==> src/rtl/pipe_datapath_p_if.sv <==
// Instruction-fetch and data-memory bus between pipe_datapath_p (master)
// and the surrounding memory system (slave).
interface pipe_datapath_p_if #(
    parameter int DW = 24,
    parameter int AW = 16
);
    logic [AW-1:0] pc;
    logic [23:0]   inst;
    logic [AW-1:0] memAddr;
    logic [DW-1:0] memWData;
    logic          memWE;
    logic [DW-1:0] memRData;

    modport master (output pc, memAddr, memWData, memWE, input inst, memRData);
    modport slave  (input pc, memAddr, memWData, memWE, output inst, memRData);
endinterface

==> src/rtl/pipe_datapath_p.sv <==
// Three-stage (decode / execute+memory / writeback) datapath with W->E
// forwarding, register-file write-through, branch squash and global stall.
module pipe_datapath_p #(
    parameter int DW   = 24,
    parameter int AW   = 16,
    parameter int NREG = 16
) (
    input  logic       clk,
    input  logic       rst,
    input  logic       stall,
    input  logic       regWrite,
    input  logic       aluSrc,
    input  logic       immSrc,
    input  logic       memToReg,
    input  logic       memWrite,
    input  logic       ra2Src,
    input  logic       PCSrc,
    input  logic [1:0] aluControl,
    pipe_datapath_p_if.master bus,
    output logic       cero,
    output logic       negativo,
    output logic       acarreo,
    output logic       desbordamiento
);
    localparam int RW = $clog2(NREG);
    localparam logic [RW-1:0] PC_IDX = RW'(NREG - 1);

    logic [AW-1:0] pc_q, pc_d;
    logic [DW-1:0] rf_q [NREG];
    logic [DW-1:0] rf_d [NREG];

    logic [DW-1:0] op_a_e_q, op_a_e_d, op_b_e_q, op_b_e_d, imm_e_q, imm_e_d;
    logic [RW-1:0] ra1_e_q, ra1_e_d, ra2_e_q, ra2_e_d, wa_e_q, wa_e_d;
    logic          reg_write_e_q, reg_write_e_d, alu_src_e_q, alu_src_e_d;
    logic          mem_to_reg_e_q, mem_to_reg_e_d, mem_write_e_q, mem_write_e_d;
    logic          pc_src_e_q, pc_src_e_d, valid_e_q, valid_e_d;
    logic [1:0]    alu_ctl_e_q, alu_ctl_e_d;

    logic [DW-1:0] result_w_q, result_w_d;
    logic [RW-1:0] wa_w_q, wa_w_d;
    logic          reg_write_w_q, reg_write_w_d, valid_w_q, valid_w_d;
    logic [3:0]    flags_q, flags_d;

    logic [RW-1:0] ra1_s, ra2_s, wa_s;
    logic [11:0]   imm12_s;
    logic [DW-1:0] imm_s, rd1_s, rd2_s;
    logic [AW-1:0] pc_inc_s;
    logic          w_fwd_s, wr_en_s, branch_s;
    logic [DW-1:0] fwd_a_s, fwd_b_s, src_b_s, alu_res_s, result_e_s;
    logic [DW:0]   sum_s, diff_s;
    logic          alu_c_s, alu_v_s;
    logic          unused_s;

    assign unused_s = ^{bus.inst[23:20]};

    // Decode: register indices and immediate of the instruction in D.
    always_comb begin
        ra1_s   = bus.inst[12 +: RW];
        wa_s    = bus.inst[16 +: RW];
        ra2_s   = ra2Src ? bus.inst[16 +: RW] : bus.inst[8 +: RW];
        imm12_s = bus.inst[11:0];
        if (immSrc) begin
            imm_s = DW'($signed(imm12_s));
        end else begin
            imm_s = DW'(imm12_s);
        end
    end

    // Register-file read; the top index aliases pc+1, a pending W write is passed through.
    always_comb begin
        w_fwd_s  = reg_write_w_q & valid_w_q & (wa_w_q != PC_IDX);
        wr_en_s  = w_fwd_s & ~stall;
        pc_inc_s = pc_q + AW'(1);
        if (ra1_s == PC_IDX) begin
            rd1_s = DW'(pc_inc_s);
        end else if (w_fwd_s && (wa_w_q == ra1_s)) begin
            rd1_s = result_w_q;
        end else begin
            rd1_s = rf_q[ra1_s];
        end
        if (ra2_s == PC_IDX) begin
            rd2_s = DW'(pc_inc_s);
        end else if (w_fwd_s && (wa_w_q == ra2_s)) begin
            rd2_s = result_w_q;
        end else begin
            rd2_s = rf_q[ra2_s];
        end
    end

    // Execute: operand forwarding from W, ALU and flag generation.
    always_comb begin
        fwd_a_s = (w_fwd_s && (wa_w_q == ra1_e_q)) ? result_w_q : op_a_e_q;
        fwd_b_s = (w_fwd_s && (wa_w_q == ra2_e_q)) ? result_w_q : op_b_e_q;
        src_b_s = alu_src_e_q ? imm_e_q : fwd_b_s;
        sum_s   = {1'b0, fwd_a_s} + {1'b0, src_b_s};
        diff_s  = {1'b0, fwd_a_s} + {1'b0, ~src_b_s} + (DW+1)'(1);
        case (alu_ctl_e_q)
            2'b00: begin
                alu_res_s = sum_s[DW-1:0];
                alu_c_s   = sum_s[DW];
                alu_v_s   = (fwd_a_s[DW-1] == src_b_s[DW-1]) & (alu_res_s[DW-1] != fwd_a_s[DW-1]);
            end
            2'b01: begin
                alu_res_s = diff_s[DW-1:0];
                alu_c_s   = diff_s[DW];
                alu_v_s   = (fwd_a_s[DW-1] != src_b_s[DW-1]) & (alu_res_s[DW-1] != fwd_a_s[DW-1]);
            end
            2'b10: begin
                alu_res_s = fwd_a_s & src_b_s;
                alu_c_s   = 1'b0;
                alu_v_s   = 1'b0;
            end
            default: begin
                alu_res_s = fwd_a_s | src_b_s;
                alu_c_s   = 1'b0;
                alu_v_s   = 1'b0;
            end
        endcase
        result_e_s = mem_to_reg_e_q ? bus.memRData : alu_res_s;
        branch_s   = pc_src_e_q & valid_e_q & ~stall;
    end

    // Next state of every register; stall holds everything.
    always_comb begin
        for (int i = 0; i < NREG; i++) begin
            rf_d[i] = (wr_en_s && (wa_w_q == RW'(i))) ? result_w_q : rf_q[i];
        end
        pc_d           = pc_q;
        op_a_e_d       = op_a_e_q;
        op_b_e_d       = op_b_e_q;
        imm_e_d        = imm_e_q;
        ra1_e_d        = ra1_e_q;
        ra2_e_d        = ra2_e_q;
        wa_e_d         = wa_e_q;
        reg_write_e_d  = reg_write_e_q;
        alu_src_e_d    = alu_src_e_q;
        mem_to_reg_e_d = mem_to_reg_e_q;
        mem_write_e_d  = mem_write_e_q;
        pc_src_e_d     = pc_src_e_q;
        alu_ctl_e_d    = alu_ctl_e_q;
        valid_e_d      = valid_e_q;
        result_w_d     = result_w_q;
        wa_w_d         = wa_w_q;
        reg_write_w_d  = reg_write_w_q;
        valid_w_d      = valid_w_q;
        flags_d        = flags_q;
        if (stall) begin
            pc_d = pc_q;
        end else begin
            pc_d           = branch_s ? alu_res_s[AW-1:0] : pc_inc_s;
            op_a_e_d       = rd1_s;
            op_b_e_d       = rd2_s;
            imm_e_d        = imm_s;
            ra1_e_d        = ra1_s;
            ra2_e_d        = ra2_s;
            wa_e_d         = wa_s;
            reg_write_e_d  = regWrite;
            alu_src_e_d    = aluSrc;
            mem_to_reg_e_d = memToReg;
            mem_write_e_d  = memWrite;
            pc_src_e_d     = PCSrc;
            alu_ctl_e_d    = aluControl;
            // The instruction fetched behind a taken branch becomes a bubble.
            valid_e_d      = ~branch_s;
            result_w_d     = result_e_s;
            wa_w_d         = wa_e_q;
            reg_write_w_d  = reg_write_e_q;
            valid_w_d      = valid_e_q;
            flags_d        = valid_e_q ? {(alu_res_s == '0), alu_res_s[DW-1], alu_c_s, alu_v_s} : flags_q;
        end
    end

    // State registers with asynchronous active-low reset.
    always_ff @(posedge clk or negedge rst) begin
        if (!rst) begin
            pc_q           <= '0;
            for (int i = 0; i < NREG; i++) begin
                rf_q[i] <= '0;
            end
            op_a_e_q       <= '0;
            op_b_e_q       <= '0;
            imm_e_q        <= '0;
            ra1_e_q        <= '0;
            ra2_e_q        <= '0;
            wa_e_q         <= '0;
            reg_write_e_q  <= 1'b0;
            alu_src_e_q    <= 1'b0;
            mem_to_reg_e_q <= 1'b0;
            mem_write_e_q  <= 1'b0;
            pc_src_e_q     <= 1'b0;
            alu_ctl_e_q    <= 2'b00;
            valid_e_q      <= 1'b0;
            result_w_q     <= '0;
            wa_w_q         <= '0;
            reg_write_w_q  <= 1'b0;
            valid_w_q      <= 1'b0;
            flags_q        <= 4'b0000;
        end else begin
            pc_q           <= pc_d;
            for (int i = 0; i < NREG; i++) begin
                rf_q[i] <= rf_d[i];
            end
            op_a_e_q       <= op_a_e_d;
            op_b_e_q       <= op_b_e_d;
            imm_e_q        <= imm_e_d;
            ra1_e_q        <= ra1_e_d;
            ra2_e_q        <= ra2_e_d;
            wa_e_q         <= wa_e_d;
            reg_write_e_q  <= reg_write_e_d;
            alu_src_e_q    <= alu_src_e_d;
            mem_to_reg_e_q <= mem_to_reg_e_d;
            mem_write_e_q  <= mem_write_e_d;
            pc_src_e_q     <= pc_src_e_d;
            alu_ctl_e_q    <= alu_ctl_e_d;
            valid_e_q      <= valid_e_d;
            result_w_q     <= result_w_d;
            wa_w_q         <= wa_w_d;
            reg_write_w_q  <= reg_write_w_d;
            valid_w_q      <= valid_w_d;
            flags_q        <= flags_d;
        end
    end

    assign bus.pc         = pc_q;
    assign bus.memAddr    = alu_res_s[AW-1:0];
    assign bus.memWData   = fwd_b_s;
    assign bus.memWE      = mem_write_e_q & valid_e_q & ~stall;
    assign cero           = flags_q[3];
    assign negativo       = flags_q[2];
    assign acarreo        = flags_q[1];
    assign desbordamiento = flags_q[0];
endmodule

==> src/flat_wrapper.sv <==
// flat-port wrapper written by rule: the top's interface ports become plain ports
module pipe_datapath_p_flat 
#(
    parameter int DW   = 24,
    parameter int AW   = 16,
    parameter int NREG = 16
)
  (clk, rst, stall, regWrite, aluSrc, immSrc, memToReg, memWrite, ra2Src, PCSrc, aluControl, cero, negativo, acarreo, desbordamiento, bus_pc, bus_memAddr, bus_memWData, bus_memWE, bus_inst, bus_memRData);
  pipe_datapath_p_if #(.DW(DW), .AW(AW)) bus_i ();
  input  logic clk;
  input  logic rst;
  input  logic stall;
  input  logic regWrite;
  input  logic aluSrc;
  input  logic immSrc;
  input  logic memToReg;
  input  logic memWrite;
  input  logic ra2Src;
  input  logic PCSrc;
  input  logic [1:0] aluControl;
  output logic cero;
  output logic negativo;
  output logic acarreo;
  output logic desbordamiento;
  output wire logic [$bits(bus_i.pc)-1:0] bus_pc;
  output wire logic [$bits(bus_i.memAddr)-1:0] bus_memAddr;
  output wire logic [$bits(bus_i.memWData)-1:0] bus_memWData;
  output wire logic [$bits(bus_i.memWE)-1:0] bus_memWE;
  input wire logic [$bits(bus_i.inst)-1:0] bus_inst;
  input wire logic [$bits(bus_i.memRData)-1:0] bus_memRData;
  assign bus_pc = bus_i.pc;
  assign bus_memAddr = bus_i.memAddr;
  assign bus_memWData = bus_i.memWData;
  assign bus_memWE = bus_i.memWE;
  assign bus_i.inst = bus_inst;
  assign bus_i.memRData = bus_memRData;
  pipe_datapath_p #(.DW(DW), .AW(AW), .NREG(NREG)) u_core (.clk(clk), .rst(rst), .stall(stall), .regWrite(regWrite), .aluSrc(aluSrc), .immSrc(immSrc), .memToReg(memToReg), .memWrite(memWrite), .ra2Src(ra2Src), .PCSrc(PCSrc), .aluControl(aluControl), .bus(bus_i), .cero(cero), .negativo(negativo), .acarreo(acarreo), .desbordamiento(desbordamiento));
endmodule
==> config.mk <==
export PLATFORM = sky130hd
export DESIGN_NAME = pipe_datapath_p_flat
export DESIGN_NICKNAME = d
export VERILOG_FILES = /design/src/rtl/pipe_datapath_p_if.sv /design/src/rtl/pipe_datapath_p.sv /design/src/flat_wrapper.sv
export SDC_FILE = /design/constraint.sdc
export NUM_CORES = 1
export LEC_CHECK = 0
export CORE_MARGIN = 3
export CORE_UTILIZATION = 40
export CTS_CLUSTER_DIAMETER = 40
export DETAILED_ROUTE_END_ITERATION = 7
export GPL_TIMING_DRIVEN = 0
export PLACE_DENSITY = 0.67
export RECOVER_POWER = 100
export SETUP_SLACK_MARGIN = 0.1
export SLEW_MARGIN = 5
export SYNTH_ARGS = -nofsm -noshare
export SYNTH_HDL_FRONTEND = slang
export SYNTH_SLANG_ARGS = --single-unit
==> constraint.sdc <==
create_clock -name clk -period 13 [get_ports clk]
set_input_delay 2.6 -clock clk [delete_from_list [all_inputs] [get_ports clk]]
set_output_delay 2.6 -clock clk [all_outputs]
set_load 0.01 [all_outputs]
==> out/metrics.yaml <==
placed_design:
  gp_congestion: 0.9536
  dp_cells: 4200
  port_buffers: 111
  dpl.hpwl_um: 84390
clock_network:
  cts_setup_buffers: 0
  clk_latency_ns: 0.65
  htreeDepth: 3
  cts_tree: "done"
  post_cts_resized: 0
  cts_buffers: 82
  clock_path_buffers: 3
  path_clk_slew_ns: 0.06
  cts.sinks: 515
  postCtsHoldBufs: 0
  cts-root-buf: "clkbuf_16"
floorplan:
  io-pin-count: 121
  die_h_um: 286.4
  core-area_um2: 77590
  initial_core_util_pct: 40.52
  rows: 102
  die_w_um: 286.4
  dieArea_um2: 82000
sta:
  max_slew.worst_pin.slew_ns: 5.938
  max-slew-margin-rel_pct: -295.8
  period_share_pct: 84.42
  finalSetupTns_ns: 0
  max_freq_mhz: 91.12
  maxSlewViolCount: 353
  rsz0062_at_grt: "no"
  hold_viol: 0
  min_period_ns: 10.97
  skew_ns: 0.03404
  finalSetupViolCount: 0
power_and_ir_drop:
  switching_share_pct: 35.65
  power_density_nw_per_um2: 188.1
  cellLeakagePower_nw: 16.19
  power_frac_comb_pct: 32.3
  power_frac_seq_pct: 33.8
  p_int_mw: 4.465
  switchingPower_mw: 2.474
  ir_drop_v: 0.0001071
  total_power_mw: 6.940
  clkPwrFrac_pct: 33.9
setup_path:
  worstSetupPathType: "reg2out"
  critPathLaunchType: "flop"
  cpMaxStageDelayCell: "nor3_1"
  cpPeakStageDelay_ns: 1.09
  worstPathCellList: "clkbuf_1, clkbuf_1, xor2_1, nor3_1, clkbuf_1, mux2_1, mux2i_1, ha_1, clkbuf_1, a21o_1, a221oi_1, o221ai_1, xnor2_1, nand2_1, a311oi_1, buf_4, dlygate4sd3_1"
  crit_required_ns: 10.40
  crit_path_frequent_cell: "clkbuf_1"
  end_kind: "primary output"
  crit_arrival_ns: 8.37
  crit_fanout: 10
synthesis:
  synthCells: 3043
  ys_seq_area_share_pct: 40.99
  synth_nets: 3184
  ys_top_cells_by_area: "dfrtp_1 41%, mux2_2 16%, mux4_2 8.7%"
  yosys.cell_types.count: 73
  yosysWarnings: 0
  syn_area_um2: 31440
  ys_seq_elements: 515
  avgSynthCellArea_um2: 10.33
  async_flop_share_pct: 100.0
  yosys.area.top_type: "dfrtp_1"
  ys.flop_type: "dfrtp_1"
  synth_top_cell_area_share_pct: 40.99
  synth_edf_count: 0
detailed_routing:
  wire_per_inst_um: 25.48
  num_vias: 26230
  totalWireLength_um: 110900
  drc: 0
  ant_nets: 0
  via_per_inst: 6.026
  dr.pass1.iters: 6
  drtIter0Drc: 3002
global_routing:
  grt_use_total_pct: 26.55
  grt_max_degree: 115
  grt_pass1_vias: 25610
  gr-total-overflow: 0
  antenna_found_initial: 0
  grt_pass1_wl_um: 164400
finish:
  drive_above_1_share_pct: 21.63
  mostFrequentLayoutCells: "575 x nand2_1, 515 x dfrtp_1, 415 x mux2_2"
  final_common_cell: "nand2_1"
  final_cell_count_no_fill: 4353
  layout.nets: 3385
  syn_to_final_growth_pct: 17.36
outcome:
  outcome: "complete, but fails checks"
  violations: "max-capacitance violations, max-slew violations"
run:
  maxCapViolCount: 6
min_path:
  hold_class: "reg2reg"
[path summary, 6_finish.rpt]
kind | startpoint | end | slack, ns | cells after the start
worst max-delay path | u_core.wa_w_q[1]$_DFFE_PN0N_ | bus_memAddr[10] | 2.03 | 17
worst min-delay path | u_core.op_b_e_q[10]$_DFFE_PN0N_ | u_core.op_b_e_q[10]$_DFFE_PN0N_ | 0.47 | 2
worst max register to register | u_core.wa_w_q[1]$_DFFE_PN0N_ | u_core.flags_q[3]$_DFFE_PN0P_ | 4.94 | 19
worst min register to register | u_core.op_b_e_q[10]$_DFFE_PN0N_ | u_core.op_b_e_q[10]$_DFFE_PN0N_ | 0.47 | 2
max in group asynchronous | rst | u_core.op_a_e_q[7]$_DFFE_PN0N_ | 2.62 | 3
min in group asynchronous | rst | u_core.rf_q[90]$_DFFE_PN0P_ | 2.25 | 1
[state kept, by name, indices dropped and copies added (netlist names), 13 cells and up]
register           flops
u_core.result_w_q     24
u_core.op_b_e_q       24
u_core.imm_e_q        13
u_core.op_a_e_q       24
u_core.bus.pc         16
u_core.rf_q          384
[layout make-up]
cell class | instances | area, µm²
Tap cell | 1040 | 1301
Clock inverter | 52 | 762.0
Inverter | 88 | 330.3
Fill cell | 7145 | 40700
Sequential cell | 515 | 12890
Buffer | 309 | 1221
Clock buffer | 98 | 2222
Multi-Input combinational cell | 2131 | 16990
Timing Repair Buffer | 117 | 1175
Antenna cell | 3 | 7.507
[power groups by stage]
stage / logic [mW] / registers (mW) / clock network, mW
after floorplan: 1.49 / 2.25 / 0
after global placement: 2.18 / 2.34 / 0
after detailed placement: 2.22 / 2.35 / 0
after CTS: 2.23 / 2.33 / 2.37
after global routing: 2.41 / 2.39 / 2.44
final: 2.24 / 2.34 / 2.35
[routing by layer]
| metal | GRT usage (%) | vias up | share of wire (%) |
|---|---|---|---|
| met5 | 0 | - | 0 |
| met1 | 34.23 | 13110 | 39 |
| met2 | 43.64 | 1494 | 47 |
| met4 | 10.96 | 0 | 4.1 |
| met3 | 5.433 | 294 | 9.2 |
| li1 | - | 11330 | - |
[worst max-delay path: cells and delay by family, from the launching register on]
| kind | cells | cell delay, ns |
|---|---|---|
| buffers and inverters | 6 | 2.45 |
| AO/OA/AOI/OAI | 4 | 2.28 |
| AND/OR/NAND/NOR | 2 | 1.16 |
| multiplexers | 2 | 0.84 |
| XOR/XNOR | 2 | 0.34 |
| flip-flops | 1 | 0.32 |
| adder cells (fa/ha/maj) | 1 | 0.32 |
[cells in the mapped netlist, drive strengths merged (10+ instances only)]
cell    number
a21oi       57
ha          79
mux2       442
o311ai      14
clkbuf     242
o21a        10
nand3       67
a31oi       34
o21ai      134
inv         87
nor3        23
xnor2       28
o211ai      13
nand2      575
nor4        12
buf         67
nor2b       13
mux2i       64
dfrtp      515
nor2        82
nand2b      14
mux4       121
and3        85
a311oi      74
a21o        10
a22o        16
a211oi      33
xor2        17
o31ai       28
[metrics by stage]
| stage | util (%) | instance area (µm²) | hold slack, ns | setup WS [ns] |
|---|---|---|---|---|
| 6_report | 47.55 | 36900 | 0.4738 | 2.026 |
| 5_1_grt | 47.54 | 36890 | 0.4881 | 1.168 |
| 4_1_cts | 47.70 | 37010 | 0.4761 | 2.674 |
| 3_5_place_dp | 43.85 | 34030 | 0.4648 | 3.314 |
| 3_3_place_gp | 43.63 | 33850 | 0.4561 | -14.00 |
| 2_1_floorplan | - | 31440 | 0.4444 | 5.683 |
[cells by family after synthesis]
group / after synthesis / share of synthesized area [%]
simple gates: 904 / 12.50
flops: 515 / 40.99
compound gates: 474 / 10.48
fa+ha+maj: 81 / 3.271
buf+inv: 397 / 4.947
mux: 627 / 26.55
xor+xnor: 45 / 1.254
(Power assumes the default switching activity.)
